<file path="config.mk">
export PLATFORM = sky130hd
export DESIGN_NAME = oric_tap_loader_flat
export DESIGN_NICKNAME = d
export VERILOG_FILES = /design/src/rtl/oric_tap_loader_if.sv /design/src/rtl/oric_tap_loader.sv /design/src/flat_wrapper.sv
export SDC_FILE = /design/constraint.sdc
export NUM_CORES = 1
export LEC_CHECK = 0
export ABC_AREA = 1
export CAP_MARGIN = 20
export CORE_MARGIN = 4
export CORE_UTILIZATION = 40
export CTS_BUF_LIST = sky130_fd_sc_hd__clkbuf_4
export DETAILED_ROUTE_END_ITERATION = 7
export DONT_BUFFER_PORTS = 1
export HOLD_SLACK_MARGIN = 0.08
export PLACE_DENSITY_LB_ADDON = 0.12
export SKIP_LAST_GASP = 1
export SLEW_MARGIN = 20
export SYNTH_ARGS = -nofsm -noshare
export SYNTH_HDL_FRONTEND = slang
export SYNTH_SLANG_ARGS = --single-unit
</file>
<file path="constraint.sdc">
create_clock -name clk -period 5.1 [get_ports clk]
set_clock_uncertainty 0.15 [all_clocks]
set_input_delay 1.02 -clock clk [delete_from_list [all_inputs] [get_ports clk]]
set_output_delay 1.02 -clock clk [all_outputs]
set_load 0.005 [all_outputs]
</file>
<file path="src/rtl/oric_tap_loader_if.sv">
// Bus bundle between data_io's download channel, the TAP loader and SDRAM port2.
// The master modport is the loader's view; slave is the surrounding system.
interface oric_tap_loader_if;
   logic        ioctl_download;
   logic        ioctl_wr;
   logic [7:0]  ioctl_dout;
   logic        ioctl_wait;
   logic        port_req;
   logic        port_ack;
   logic [15:0] port_a;
   logic [1:0]  port_ds;
   logic        port_we;
   logic [15:0] port_d;

   modport master (
      input  ioctl_download, ioctl_wr, ioctl_dout, port_ack,
      output ioctl_wait, port_req, port_a, port_ds, port_we, port_d
   );

   modport slave (
      output ioctl_download, ioctl_wr, ioctl_dout, port_ack,
      input  ioctl_wait, port_req, port_a, port_ds, port_we, port_d
   );
endinterface

</file>
<file path="src/rtl/oric_tap_loader.sv">
// Oric .TAP loader: parses the tape header from the download stream and writes the
// payload into SDRAM port2 through a small byte FIFO using the toggle req/ack handshake.
module oric_tap_loader #(
   parameter int FIFO_DEPTH = 4,
   parameter int NAME_MAX   = 16
) (
   input  logic              clk,
   input  logic              reset,
   oric_tap_loader_if.master bus,
   output logic [15:0]       start_addr,
   output logic [15:0]       end_addr,
   output logic              autorun,
   output logic              is_basic,
   output logic              done,
   output logic              error
);
   localparam int PTR_W  = (FIFO_DEPTH > 1) ? $clog2(FIFO_DEPTH) : 1;
   localparam int CNT_W  = PTR_W + 1;
   localparam int NAME_W = $clog2(NAME_MAX + 1);

   typedef enum logic [3:0] {
      ST_IDLE, ST_SYNC, ST_MARKER, ST_HEADER, ST_NAME,
      ST_DATA, ST_FLUSH, ST_DONE, ST_ERROR
   } state_t;

   state_t            state_r, state_nx_s;
   logic              dl_prev_r;
   logic              dl_rise_s, dl_fall_s;
   logic              clear_s, push_s, pop_s, ack_idle_s, fifo_full_s, hdr_bad_s;
   logic [CNT_W-1:0]  fifo_cnt_r, fifo_cnt_nx_s;
   logic [PTR_W-1:0]  wr_ptr_r, rd_ptr_r;
   logic [7:0]        fifo_mem_r [FIFO_DEPTH];
   logic [7:0]        pop_byte_s;
   logic [1:0]        sync_cnt_r;
   logic [3:0]        hdr_idx_r;
   logic [NAME_W-1:0] name_cnt_r;
   logic [16:0]       remaining_r;
   logic [15:0]       wr_addr_r;
   logic [15:0]       start_addr_r, end_addr_r;
   logic              autorun_r, is_basic_r, done_r, error_r, wait_r;
   logic              port_req_r, port_we_r;
   logic [15:0]       port_a_r, port_d_r;
   logic [1:0]        port_ds_r;

   assign dl_rise_s   = bus.ioctl_download & ~dl_prev_r;
   assign dl_fall_s   = ~bus.ioctl_download & dl_prev_r;
   assign clear_s     = dl_rise_s;
   assign ack_idle_s  = (port_req_r == bus.port_ack);
   assign fifo_full_s = (fifo_cnt_r == CNT_W'(FIFO_DEPTH));
   assign hdr_bad_s   = (end_addr_r < start_addr_r) || (end_addr_r >= 16'hC000);
   assign pop_byte_s  = fifo_mem_r[rd_ptr_r];
   // The writer drains independently of the parser, but freezes once an error is latched.
   assign pop_s       = (fifo_cnt_r != {CNT_W{1'b0}}) && ack_idle_s &&
                        (state_r != ST_ERROR) && !clear_s;

   // Parser next-state and FIFO push decision.
   always_comb begin
      state_nx_s = state_r;
      push_s     = 1'b0;
      if (dl_rise_s) begin
         state_nx_s = ST_SYNC;
      end else if (dl_fall_s && (state_r inside {ST_SYNC, ST_MARKER, ST_HEADER, ST_NAME, ST_DATA})) begin
         state_nx_s = ST_ERROR;
      end else begin
         case (state_r)
            ST_SYNC: begin
               if (bus.ioctl_wr) begin
                  if (bus.ioctl_dout != 8'h16)  state_nx_s = ST_ERROR;
                  else if (sync_cnt_r == 2'd2)  state_nx_s = ST_MARKER;
                  else                          state_nx_s = ST_SYNC;
               end else begin
                  state_nx_s = ST_SYNC;
               end
            end
            ST_MARKER: begin
               if (bus.ioctl_wr) begin
                  if (bus.ioctl_dout == 8'h24)       state_nx_s = ST_HEADER;
                  else if (bus.ioctl_dout == 8'h16)  state_nx_s = ST_MARKER;
                  else                               state_nx_s = ST_ERROR;
               end else begin
                  state_nx_s = ST_MARKER;
               end
            end
            ST_HEADER: begin
               if (bus.ioctl_wr && (hdr_idx_r == 4'd8)) begin
                  if (hdr_bad_s) state_nx_s = ST_ERROR;
                  else           state_nx_s = ST_NAME;
               end else begin
                  state_nx_s = ST_HEADER;
               end
            end
            ST_NAME: begin
               if (bus.ioctl_wr) begin
                  if (bus.ioctl_dout == 8'h00)                 state_nx_s = ST_DATA;
                  else if (name_cnt_r == NAME_W'(NAME_MAX))    state_nx_s = ST_ERROR;
                  else                                         state_nx_s = ST_NAME;
               end else begin
                  state_nx_s = ST_NAME;
               end
            end
            ST_DATA: begin
               if (bus.ioctl_wr) begin
                  if (fifo_full_s) begin
                     state_nx_s = ST_ERROR;
                  end else begin
                     push_s = 1'b1;
                     if (remaining_r == 17'd1) state_nx_s = ST_FLUSH;
                     else                      state_nx_s = ST_DATA;
                  end
               end else begin
                  state_nx_s = ST_DATA;
               end
            end
            ST_FLUSH: begin
               if ((fifo_cnt_r == {CNT_W{1'b0}}) && ack_idle_s) state_nx_s = ST_DONE;
               else                                             state_nx_s = ST_FLUSH;
            end
            ST_IDLE, ST_DONE, ST_ERROR: state_nx_s = state_r;
            default: state_nx_s = ST_IDLE;
         endcase
      end
   end

   // FIFO occupancy for the next cycle.
   always_comb begin
      fifo_cnt_nx_s = fifo_cnt_r;
      if (clear_s)                fifo_cnt_nx_s = {CNT_W{1'b0}};
      else if (push_s && !pop_s)  fifo_cnt_nx_s = fifo_cnt_r + CNT_W'(1);
      else if (!push_s && pop_s)  fifo_cnt_nx_s = fifo_cnt_r - CNT_W'(1);
      else                        fifo_cnt_nx_s = fifo_cnt_r;
   end

   // Parser state register.
   always_ff @(posedge clk or posedge reset) begin
      if (reset) state_r <= ST_IDLE;
      else       state_r <= state_nx_s;
   end

   // Header capture, parse counters and status flags.
   always_ff @(posedge clk or posedge reset) begin
      if (reset) begin
         dl_prev_r    <= 1'b0;
         sync_cnt_r   <= 2'd0;
         hdr_idx_r    <= 4'd0;
         name_cnt_r   <= {NAME_W{1'b0}};
         remaining_r  <= 17'd0;
         start_addr_r <= 16'h0000;
         end_addr_r   <= 16'h0000;
         autorun_r    <= 1'b0;
         is_basic_r   <= 1'b0;
         done_r       <= 1'b0;
         error_r      <= 1'b0;
      end else begin
         dl_prev_r <= bus.ioctl_download;
         if (clear_s) begin
            sync_cnt_r  <= 2'd0;
            hdr_idx_r   <= 4'd0;
            name_cnt_r  <= {NAME_W{1'b0}};
            remaining_r <= 17'd0;
            done_r      <= 1'b0;
            error_r     <= 1'b0;
         end else begin
            if (bus.ioctl_wr && (state_r == ST_SYNC) && (bus.ioctl_dout == 8'h16))
               sync_cnt_r <= sync_cnt_r + 2'd1;
            if (bus.ioctl_wr && (state_r == ST_HEADER)) begin
               hdr_idx_r <= hdr_idx_r + 4'd1;
               case (hdr_idx_r)
                  4'd2:    is_basic_r        <= (bus.ioctl_dout == 8'h00);
                  4'd3:    autorun_r         <= (bus.ioctl_dout != 8'h00);
                  4'd4:    end_addr_r[15:8]   <= bus.ioctl_dout;
                  4'd5:    end_addr_r[7:0]    <= bus.ioctl_dout;
                  4'd6:    start_addr_r[15:8] <= bus.ioctl_dout;
                  4'd7:    start_addr_r[7:0]  <= bus.ioctl_dout;
                  default: ;
               endcase
            end
            if (bus.ioctl_wr && (state_r == ST_NAME) && (bus.ioctl_dout != 8'h00))
               name_cnt_r <= name_cnt_r + NAME_W'(1);
            if ((state_r == ST_HEADER) && (state_nx_s == ST_NAME))
               remaining_r <= {1'b0, end_addr_r} - {1'b0, start_addr_r} + 17'd1;
            else if (push_s)
               remaining_r <= remaining_r - 17'd1;
            if ((state_r == ST_FLUSH) && (state_nx_s == ST_DONE))
               done_r <= 1'b1;
            if ((state_nx_s == ST_ERROR) && (state_r != ST_ERROR))
               error_r <= 1'b1;
         end
      end
   end

   // FIFO pointers, occupancy and backpressure.
   always_ff @(posedge clk or posedge reset) begin
      if (reset) begin
         wr_ptr_r   <= {PTR_W{1'b0}};
         rd_ptr_r   <= {PTR_W{1'b0}};
         fifo_cnt_r <= {CNT_W{1'b0}};
         wait_r     <= 1'b0;
      end else begin
         fifo_cnt_r <= fifo_cnt_nx_s;
         wait_r     <= (fifo_cnt_nx_s >= CNT_W'(FIFO_DEPTH - 1));
         if (clear_s) begin
            wr_ptr_r <= {PTR_W{1'b0}};
            rd_ptr_r <= {PTR_W{1'b0}};
         end else begin
            if (push_s) wr_ptr_r <= wr_ptr_r + PTR_W'(1);
            if (pop_s)  rd_ptr_r <= rd_ptr_r + PTR_W'(1);
         end
      end
   end

   // FIFO storage; contents are don't-care until written.
   always_ff @(posedge clk) begin
      if (push_s) fifo_mem_r[wr_ptr_r] <= bus.ioctl_dout;
   end

   // SDRAM port2 writer: one toggle per popped byte, held until the ack matches.
   always_ff @(posedge clk or posedge reset) begin
      if (reset) begin
         port_req_r <= 1'b0;
         port_we_r  <= 1'b0;
         port_a_r   <= 16'h0000;
         port_d_r   <= 16'h0000;
         port_ds_r  <= 2'b01;
         wr_addr_r  <= 16'h0000;
      end else begin
         if (pop_s) begin
            port_req_r <= ~port_req_r;
            port_we_r  <= 1'b1;
            port_a_r   <= wr_addr_r;
            port_d_r   <= {pop_byte_s, pop_byte_s};
            port_ds_r  <= wr_addr_r[0] ? 2'b10 : 2'b01;
         end else if (ack_idle_s) begin
            port_we_r  <= 1'b0;
         end
         if ((state_r == ST_HEADER) && (state_nx_s == ST_NAME))
            wr_addr_r <= start_addr_r;
         else if (pop_s)
            wr_addr_r <= wr_addr_r + 16'd1;
      end
   end

   assign bus.ioctl_wait = wait_r;
   assign bus.port_req   = port_req_r;
   assign bus.port_we    = port_we_r;
   assign bus.port_a     = port_a_r;
   assign bus.port_d     = port_d_r;
   assign bus.port_ds    = port_ds_r;
   assign start_addr     = start_addr_r;
   assign end_addr       = end_addr_r;
   assign autorun        = autorun_r;
   assign is_basic       = is_basic_r;
   assign done           = done_r;
   assign error          = error_r;
endmodule

</file>
<file path="src/flat_wrapper.sv">
// flat-port wrapper written by rule: the top's interface ports become plain ports
module oric_tap_loader_flat 
#(
   parameter int FIFO_DEPTH = 4,
   parameter int NAME_MAX   = 16
)
  (clk, reset, start_addr, end_addr, autorun, is_basic, done, error, bus_ioctl_download, bus_ioctl_wr, bus_ioctl_dout, bus_port_ack, bus_ioctl_wait, bus_port_req, bus_port_a, bus_port_ds, bus_port_we, bus_port_d);
  oric_tap_loader_if bus_i ();
  input  logic clk;
  input  logic reset;
  output logic [15:0] start_addr;
  output logic [15:0] end_addr;
  output logic autorun;
  output logic is_basic;
  output logic done;
  output logic error;
  input wire logic [$bits(bus_i.ioctl_download)-1:0] bus_ioctl_download;
  input wire logic [$bits(bus_i.ioctl_wr)-1:0] bus_ioctl_wr;
  input wire logic [$bits(bus_i.ioctl_dout)-1:0] bus_ioctl_dout;
  input wire logic [$bits(bus_i.port_ack)-1:0] bus_port_ack;
  output wire logic [$bits(bus_i.ioctl_wait)-1:0] bus_ioctl_wait;
  output wire logic [$bits(bus_i.port_req)-1:0] bus_port_req;
  output wire logic [$bits(bus_i.port_a)-1:0] bus_port_a;
  output wire logic [$bits(bus_i.port_ds)-1:0] bus_port_ds;
  output wire logic [$bits(bus_i.port_we)-1:0] bus_port_we;
  output wire logic [$bits(bus_i.port_d)-1:0] bus_port_d;
  assign bus_i.ioctl_download = bus_ioctl_download;
  assign bus_i.ioctl_wr = bus_ioctl_wr;
  assign bus_i.ioctl_dout = bus_ioctl_dout;
  assign bus_i.port_ack = bus_port_ack;
  assign bus_ioctl_wait = bus_i.ioctl_wait;
  assign bus_port_req = bus_i.port_req;
  assign bus_port_a = bus_i.port_a;
  assign bus_port_ds = bus_i.port_ds;
  assign bus_port_we = bus_i.port_we;
  assign bus_port_d = bus_i.port_d;
  oric_tap_loader #(.FIFO_DEPTH(FIFO_DEPTH), .NAME_MAX(NAME_MAX)) u_core (.clk(clk), .reset(reset), .bus(bus_i), .start_addr(start_addr), .end_addr(end_addr), .autorun(autorun), .is_basic(is_basic), .done(done), .error(error));
endmodule
</file>
# Word-level counts from Yosys, hierarchy flattened
# Memories as Yosys holds them, arrays and structs flattened.
# Index checks and enable logic that the tools add are counted.
[op_classes]
add_sub_neg = 11
order_cmp = 3
eq_ne = 27
muxes = 50
bitwise_logic = 6
n_reduce_logical = 43
[ops]
columns = ["cell", "count"]
rows = [
  ["4-bit two-way mux", 16],
  ["17-bit two-way mux", 3],
  ["4-bit by 3-bit equality test with 1-bit output, second input constant", 10],
  ["16-bit two-way mux", 2],
  ["4-bit one-hot mux with 7 select lines", 1],
  ["2-bit two-way mux", 9],
  ["3-bit AND reduction", 6],
  ["2-bit nonzero test", 9],
  ["17-bit by 1-bit adder with 17-bit output, second input constant", 1],
  ["17-bit by 1-bit equality test with 1-bit output, second input constant", 1],
  ["16-bit by 16-bit subtractor with 17-bit output", 1],
  ["17-bit by 1-bit subtractor with 17-bit output, second input constant", 1],
  ["16-bit by 1-bit adder with 16-bit output, second input constant", 1],
  ["4-bit by 2-bit equality test with 1-bit output, second input constant", 4],
  ["16-bit greater-or-equal comparator, second input constant", 1],
  ["1-bit logical AND", 16],
  ["16-bit < comparator", 1],
  ["1-bit two-way mux", 14],
  ["4-bit equality test, second input constant", 3],
  ["5-bit two-way mux", 2],
  ["3-bit two-way mux", 3],
  ["8-bit by 5-bit equality test with 1-bit output, second input constant", 1],
  ["8-bit by 6-bit equality test with 1-bit output, second input constant", 1],
  ["8-bit zero test", 1],
  ["23 further kinds", 32],
]
[totals]
register_bits = 129
ram_bits = 32
in_bits = 13
output_inout_bits = 73
wordCells = 165
mem_count = 1
[mem_list]
columns = ["name", "words", "word_bits", "rd", "rd_ports_with_merged_regs", "write_ports", "line_no", "text"]
rows = [
  ["u_core.fifo_mem_r", 4, 8, 1, 0, 1, "oric_tap_loader.sv:32", "logic [7:0] fifo_mem_r [FIFO_DEPTH];"],
]

# Depth between registers and ports, before layout
# Gate-level depths: netlist of run 1.
[depth]
word_depth = 12
depth_mapped = 20
ltp_nobuf = 19

# Worst setup path before layout of run 1
# No wires, ideal clock.
[synth_timing]
kind = "register -> register"
startpoint = "reg u_core.start_addr_r[1], in the netlist u_core.start_addr[1]"
endpoint = "reg u_core.remaining_r[11]"
setup_ns = 0.117
arrival_time_ns = 2.249
required_ns = 4.833
slack_ns = 2.584
stages_incl_launch_ff = 14
synth_period_minus_slack_ns = 2.516
path_cell_list = "dfrtp_1 -> inv_1 -> ha_1 -> inv_1 -> ha_1 -> fa_1 -> a21oi_1 -> o21ai_0 -> a21oi_1 -> o21ai_0 -> xnor2_1 -> o21ai_1 -> nand2_1 -> nand2_1"
[synth_via]
elab_chain_cells = 11
elab_cells_between_ends = 14
[synth_rtl]
columns = ["element", "line_no", "text"]
rows = [
  ["from (decl)", "oric_tap_loader.sv:39", "logic [15:0] start_addr_r, end_addr_r;"],
  ["from (signal assigned)", "oric_tap_loader.sv:173", "4'd7: start_addr_r[7:0] <= bus.ioctl_dout;"],
  ["16-bit < comparator", "oric_tap_loader.sv:50", "assign hdr_bad_s = (end_addr_r < start_addr_r) || (end_addr_r >= 16'hC000);"],
  ["1-bit logical OR", "oric_tap_loader.sv:50", ""],
  ["4-bit two-way mux", "oric_tap_loader.sv:86", "if (hdr_bad_s) state_nx_s = ST_ERROR;"],
  ["4-bit two-way mux", "oric_tap_loader.sv:85", "if (bus.ioctl_wr && (hdr_idx_r == 4'd8)) begin"],
  ["4-bit one-hot mux with 7 select lines", "oric_tap_loader.sv:65", "case (state_r)"],
  ["4-bit two-way mux", "oric_tap_loader.sv:62", "end else if (dl_fall_s && (state_r inside {ST_SYNC, ST_MARKER, ST_HEADER, ST_NAME, ST_DATA})) begin"],
  ["4-bit two-way mux", "oric_tap_loader.sv:60", "if (dl_rise_s) begin"],
  ["4-bit by 3-bit equality test with 1-bit output", "oric_tap_loader.sv:179", "if ((state_r == ST_HEADER) && (state_nx_s == ST_NAME))"],
  ["1-bit logical AND", "oric_tap_loader.sv:179", ""],
  ["17-bit two-way mux", "oric_tap_loader.sv:179", ""],
  ["17-bit two-way mux", "oric_tap_loader.sv:155", "if (clear_s) begin"],
  ["to (signal assigned)", "oric_tap_loader.sv:180", "remaining_r <= {1'b0, end_addr_r} - {1'b0, start_addr_r} + 17'd1;"],
  ["to (signal assigned)", "oric_tap_loader.sv:182", "remaining_r <= remaining_r - 17'd1;"],
  ["to (decl)", "oric_tap_loader.sv:37", "logic [16:0] remaining_r;"],
]
# Parallel ways exist; a longest one is shown, timed or not.
# A chain may end at the register's enable or synchronous reset.

# Worst setup path in the final report of run 1
[layout_timing]
startpoint = "reg u_core.start_addr_r[15], in the netlist u_core.start_addr[15]"
endpoint = "reg u_core.remaining_r[14]"
[layout_via]
elab_chain_cells = 11
elab_cells_between_ends = 12
[layout_rtl]
columns = ["element", "line_no", "text"]
rows = [
  ["from (signal assigned)", "oric_tap_loader.sv:172", "4'd6: start_addr_r[15:8] <= bus.ioctl_dout;"],
  ["16-bit < comparator *", "oric_tap_loader.sv:50", ""],
  ["1-bit logical OR *", "oric_tap_loader.sv:50", ""],
  ["4-bit two-way mux *", "oric_tap_loader.sv:86", ""],
  ["4-bit two-way mux *", "oric_tap_loader.sv:85", ""],
  ["4-bit one-hot mux with 7 select lines *", "oric_tap_loader.sv:65", ""],
  ["4-bit two-way mux *", "oric_tap_loader.sv:62", ""],
  ["4-bit two-way mux *", "oric_tap_loader.sv:60", ""],
  ["4-bit by 3-bit equality test with 1-bit output *", "oric_tap_loader.sv:179", ""],
  ["1-bit logical AND *", "oric_tap_loader.sv:179", ""],
  ["17-bit two-way mux", "oric_tap_loader.sv:179", ""],
  ["17-bit two-way mux", "oric_tap_loader.sv:155", ""],
]
# Every way passes the cells marked *; elsewhere a longest branch is shown, timed or not.

==> impl_metrics.toml, run 1 <==
[sta]
fin_tns_setup_ns = 0
tightest_slew_ns = 0.7802
setup_viol = 0
maxSlewViolCount = 0
timing.final.ws_setup_ns = 1.921
fin_crit_sh_pct = 62.33
hold_violations = 0
fin_crit_ns = 3.179
maxSlewHeadroom_pct = 47.79
rsz0062_at_grt = "false"
max_freq_ghz = 0.3146
hold_ws_ns = 0.1826

[route]
via_count = 6487
vias_per_cell = 4.994
firstDrtPassIters = 5
wl_um = 21350
wl_per_cell_um = 16.44
postRouteAntennaNets = 0
drc = 0
drtIter0Drc = 380

[setup_path]
critPathKind = "register to register"
cp_max_fo = 51
worstPathArrival_ns = 3.53
setup.worst_path.start_class = "register"
crit_start = "u_core.start_addr[15]$_DFFE_PP0P_"
r2r_setup_slack_ns = 1.92
cp_data_required_time_ns = 5.45
cp-end-kind = "register"
r2r-start = "u_core.start_addr[15]$_DFFE_PP0P_"

[hold_path]
hold_class = "primary input to async pin"

[floorplanning]
ios = 86
initial_core_util_pct = 40.57
die_h_um = 156.8
die_w_um = 156.8
coreArea_um2 = 21820
num_rows = 54
die_area_um2 = 24580

[flow_run]
maxCapViolations = 0

[grt]
gr-total-overflow = 0
grt_pass1_wl_um = 33670
track_usage_pct = 17.56
grt_pass1_vias = 6191
grt_max_degree = 52
antenna_found_initial = 1

[synthesis]
yosysTopAreaCell = "dfrtp_1"
synth_cells = 1019
synthTopCellsByArea = "dfrtp_1, edfxtp_1, nand2_1"
synth-edff-count = 32
synth.avg_cell_area_um2 = 8.690
async_reset_ff_share_pct = 78.95
ys_seq_elements = 152
yosysWarnings = 0
syn_nets = 1090
ys_seq_area_share_pct = 44.78
ys.flop_type = "dfrtp_1"
synthMostInstantiatedCell = "nand2_1"
synth_common_cells = "nand2_1, dfrtp_1, inv_1, nor2_1, o21ai_0"
synthDistinctLibCells = 53
syn-cell-area_um2 = 8855
yosysTopAreaCellShare_pct = 33.63

[clock_tree]
root_buffer = "clkbuf_4"
ctsResizeCount = 0
cts_tree = "built"
cts_made_buffers = 17
htree_levels = 4
ctsLongestPathBuffers = 2
clock-sinks = 152
insertion_delay_ns = 0.57
cts_setup_buffers = 0
clkTransAtPathRegs_ns = 0.15
postCtsHoldBufs = 0

[place]
hpwl_um = 15840
post-place-ws_ns = 1.462
gp_congestion = 0.8682
port_buffers = 0

[finish]
synthToLayoutAreaGrowth_pct = 5.200
drive_gt1_share_pct = 10.31
nets = 1076
nFillCells = 2194

[power_and_ir_drop]
p_leak_uw = 0.004157
finalPower_uw = 3596
vdd_drop_max_v = 0.0001517
cellPowerDensity_nw_per_um2 = 386.1

[outcome]
status = "completed"
logic make-up after synthesis:
kind of cell,count (synthesis),share of synthesized area [%]
simple gates,442,22.89
compound gates,173,11.63
buf+inv,153,7.772
flops,152,44.78
fa+ha+maj,58,8.874
xor+xnor,41,4.055
stage by stage:
step           instance area [µm²]  util (%)  std cells
3_3_place_gp                  8980     41.15       1266
2_1_floorplan                 8855         -       1019
5_1_grt                       9315     42.68       1299
3_5_place_dp                  8980     41.15       1266
4_1_cts                       9313     42.67       1298
6_report                      9315     42.68       1299
cells in the final DEF (no fill, tap or decap), types with 8 or more instances in the layout:
| cell | n |
|---|---|
| fa_1 | 8 |
| nand4_1 | 11 |
| inv_1 | 100 |
| dfrtp_1 | 119 |
| o211ai_1 | 18 |
| o21ai_1 | 27 |
| a21oi_1 | 30 |
| nor3_1 | 14 |
| nand3_1 | 57 |
| xor2_1 | 24 |
| inv_2 | 15 |
| nor2_1 | 100 |
| clkbuf_4 | 17 |
| edfxtp_1 | 32 |
| xnor2_1 | 17 |
| a31oi_1 | 10 |
| o21ai_2 | 17 |
| nand2_1 | 216 |
| ha_1 | 50 |
| nand2_2 | 9 |
| o21ai_0 | 60 |
critical path, stage by stage (launching register included):
cell,delay [ns]
dfrtp_1,0.54
inv_1,0.08
ha_1,0.33
nand2_1,0.06
nor2_1,0.15
nand3_1,0.10
nor2_1,0.11
nor2_1,0.05
nand2_1,0.10
nand3_1,0.11
nand2_2,0.09
nand3_4,0.44
a21oi_4,0.58
nand3_1,0.14
nand2_1,0.09
power by group:
part	switching [µW]	internal, µW	leakage (µW)
Clock	510	361	0.000176
Combinational	609	380	0.00210
Sequential	255	1480	0.00188
routing by layer:
layer / track usage, % / vias to the layer above / wire length [µm]
li1: - / 3322 / -
met1: 23.73 / 3023 / 10000
met2: 28.31 / 119 / 9942
met3: 4.480 / 23 / 1089
met4: 4.463 / 0 / 315
met5: 0 / - / 0
flip-flops by register name, summed over array words and instances (netlist names):
name / count
u_core.bus.port_ds: 1
u_core.bus.ioctl_wait: 1
u_core.bus.port_a: 16
u_core.hdr_idx_r: 4
u_core.fifo_mem_r: 32
u_core.bus.port_we: 1
u_core.autorun: 1
u_core.start_addr: 16
u_core.state_r: 4
u_core.is_basic: 1
u_core.bus.port_req: 1
u_core.wr_addr_r: 16
u_core.name_cnt_r: 5
u_core.sync_cnt_r: 2
u_core.end_addr: 16
u_core.rd_ptr_r: 2
u_core.dl_prev_r: 1
u_core.remaining_r: 17
u_core.fifo_cnt_r: 3
u_core.wr_ptr_r: 2
u_core.bus.port_d: 8
u_core.done: 1
u_core.error: 1
worst paths after layout:
check	to	cells past startpoint
setup / recovery	u_core.remaining_r[14]$_DFFE_PP0P_	14
hold / removal	u_core.wr_addr_r[2]$_DFFE_PP0P_	1
setup reg to reg	u_core.remaining_r[14]$_DFFE_PP0P_	14
hold reg to reg	u_core.bus.port_ds[0]$_DFFE_PP1P_	2
max in group asynchronous	u_core.autorun$_DFFE_PP0P_	2
min in group clk	u_core.dl_prev_r$_DFF_PP0_	0
cell type report:
type                            instances  area (µm²)  area share (%)
Antenna cell                            1       2.502         0.02686
Clock buffer                           17       127.6           1.370
Clock inverter                         15       205.2           2.203
Inverter                              118       447.9           4.809
Multi-Input combinational cell        714        4202           45.10
Sequential cell                       152        3965           42.57
Tap cell                              280       350.3           3.761
Timing Repair Buffer                    2       15.01          0.1612
No activity file was read; power rests on OpenSTA's default activity.
==> inputs of run 2 (changes only) <==
==> constraint.sdc (replaced) <==
create_clock -name clk -period 3.3 [get_ports clk]
set_clock_uncertainty 0.15 [all_clocks]
set_input_delay 0.66 -clock clk [delete_from_list [all_inputs] [get_ports clk]]
set_output_delay 0.66 -clock clk [all_outputs]
set_load 0.005 [all_outputs]
==> impl_metrics.toml, run 2 (same netlist as run 1, synthesis figures left out) <==
[outcome]
status = "completed"

[place]
port_buffers = 0
placedCellCount = 1277
hpwl_um = 16080
gp_congestion = 0.8683
post-place-ws_ns = 0.4216

[setup_path]
critPathTopFamily = "adder cells"
cp_data_required_time_ns = 3.62
critPathBufInv = 2
critPathSlowestCell = "dfrtp_1"
cp_max_fo = 5
setup.worst_path.start_class = "register"
worstPathArrival_ns = 3.26
cp_slowest_stage_delay_ns = 0.52
crit_chain = "inv_1, ha_1, inv_1, ha_1, fa_1, a21oi_1, o21ai_0, a21oi_1, o21ai_0, xnor2_1, o21ai_1, nand2_1, nand2_1"
critPathKind = "register to register"
cp-end-kind = "register"

[power_and_ir_drop]
vdd_drop_max_v = 0.0002351
p_leak_uw = 0.004242
pwr-share-clk_pct = 23.7
finalPower_uw = 5564
intPower_uw = 3395
switchingPower_uw = 2169
power_frac_seq_pct = 48.2
switching_share_pct = 38.98
cellPowerDensity_nw_per_um2 = 585.6
power_frac_comb_pct = 28.1

[sta]
setup_viol = 0
maxSlewHeadroom_pct = 61.51
rsz0062_at_grt = "false"
max_freq_ghz = 0.3408
timing.final.ws_setup_ns = 0.3658
hold_ws_ns = 0.1703
fin_crit_sh_pct = 88.92
fin_tns_setup_ns = 0
tightest_slew_ns = 0.5774
hold_violations = 0
fin_crit_ns = 2.934
maxSlewViolCount = 0

[floorplanning]
die_area_um2 = 24580
initial_core_util_pct = 40.57
die_w_um = 156.8
die_h_um = 156.8
coreArea_um2 = 21820
ios = 86
num_rows = 54

[route]
drc = 0
drtIter0Drc = 469
wl_met1_um = 10530
vias_per_cell = 4.992
postRouteAntennaNets = 0
dr_wl_met2_um = 10180
dr_wl_met3_um = 843
wl_um = 21830
firstDrtPassIters = 4
top_layer_used = "met4"
wl_per_cell_um = 16.54
via_count = 6589

[clock_tree]
root_buffer = "clkbuf_4"
clkTransAtPathRegs_ns = 0.16
clock-sinks = 152
insertion_delay_ns = 0.58
ctsLongestPathBuffers = 2
cts_setup_buffers = 0
ctsResizeCount = 0
postCtsHoldBufs = 10
cts_tree = "built"
htree_levels = 4
cts_made_buffers = 17

[finish]
final_cell_mix = "nand2_1, dfrtp_1, inv_1, nor2_1, o21ai_0"
seq_area_um2 = 3965
multi_input_area_um2 = 4202
stdcell_count = 1320
final_common_cell = "nand2_1"
drive_gt1_share_pct = 11.16
reg_top3 = "u_core.fifo_mem_r: 32 flops, u_core.remaining_r: 17 flops"
synthToLayoutAreaGrowth_pct = 7.291
nets = 1097
largest_register_ffs = 32
nFillCells = 2184
top_register = "u_core.fifo_mem_r"

[grt]
gr-total-overflow = 0
grt_pass1_vias = 6395
grt_max_degree = 41
grt_pass1_wl_um = 35110
antenna_found_initial = 1
track_usage_pct = 18.26

[flow_run]
maxCapViolations = 0

[hold_path]
hold_class = "primary input to register"
[run 2: metrics by stage]
stage,area [µm²],util (%)
floorplan,8859,-
global placement,9064,41.53
detailed placement,9064,41.53
CTS,9498,43.52
global route,9500,43.53
finish,9500,43.53
[run 2: path summary, 6_finish.rpt]
| check | endpoint | cells after the start | slack, ns | startpoint |
|---|---|---|---|---|
| worst min-delay path | u_core.end_addr[11]$_DFFE_PP0P_ | 2 | 0.17 | bus_ioctl_dout[3] |
| min in group asynchronous | u_core.bus.port_a[3]$_DFFE_PP0P_ | 2 | 0.28 | reset |
| worst max register to register | u_core.remaining_r[11]$_DFFE_PP0P_ | 13 | 0.37 | u_core.start_addr[1]$_DFFE_PP0P_ |
| max in group asynchronous | u_core.wr_addr_r[9]$_DFFE_PP0P_ | 3 | 1.96 | reset |
| worst min register to register | u_core.bus.port_ds[0]$_DFFE_PP1P_ | 2 | 0.34 | u_core.bus.port_ds[0]$_DFFE_PP1P_ |
| worst max-delay path | u_core.remaining_r[11]$_DFFE_PP0P_ | 13 | 0.37 | u_core.start_addr[1]$_DFFE_PP0P_ |
[run 2: final cells by class]
class,instances,area share (%)
clock inverter,15,2.173
tap,280,3.688
clock buffer,17,1.343
antenna,1,0.02634
sequential,152,41.74
multi-input combinational,714,44.22
inverter,118,4.728
timing repair buffer,23,2.081
[run 2: worst reg2reg max path: stages, from the launching register on]
cell and delay, ns:
dfrtp_1 0.52, inv_1 0.08, ha_1 0.30, inv_1 0.04
ha_1 0.22, fa_1 0.41, a21oi_1 0.15, o21ai_0 0.21
a21oi_1 0.26, o21ai_0 0.13, xnor2_1 0.17, o21ai_1 0.07
nand2_1 0.06, nand2_1 0.05
[run 2: per-layer routing]
metal,up-vias,global-route usage [%]
li1,3367,-
met1,3102,25.36
met2,100,29.46
met3,20,3.761
met4,0,4.298
met5,-,0
[run 2: power groups by stage]
stage	Sequential [µW]	Combinational [µW]	Clock [µW]
after global routing	2760	1830	1420
after global placement	2730	1550	0
after detailed placement	2730	1570	0
after floorplan	2590	1400	0
after CTS	2690	1590	1350
final	2680	1560	1320
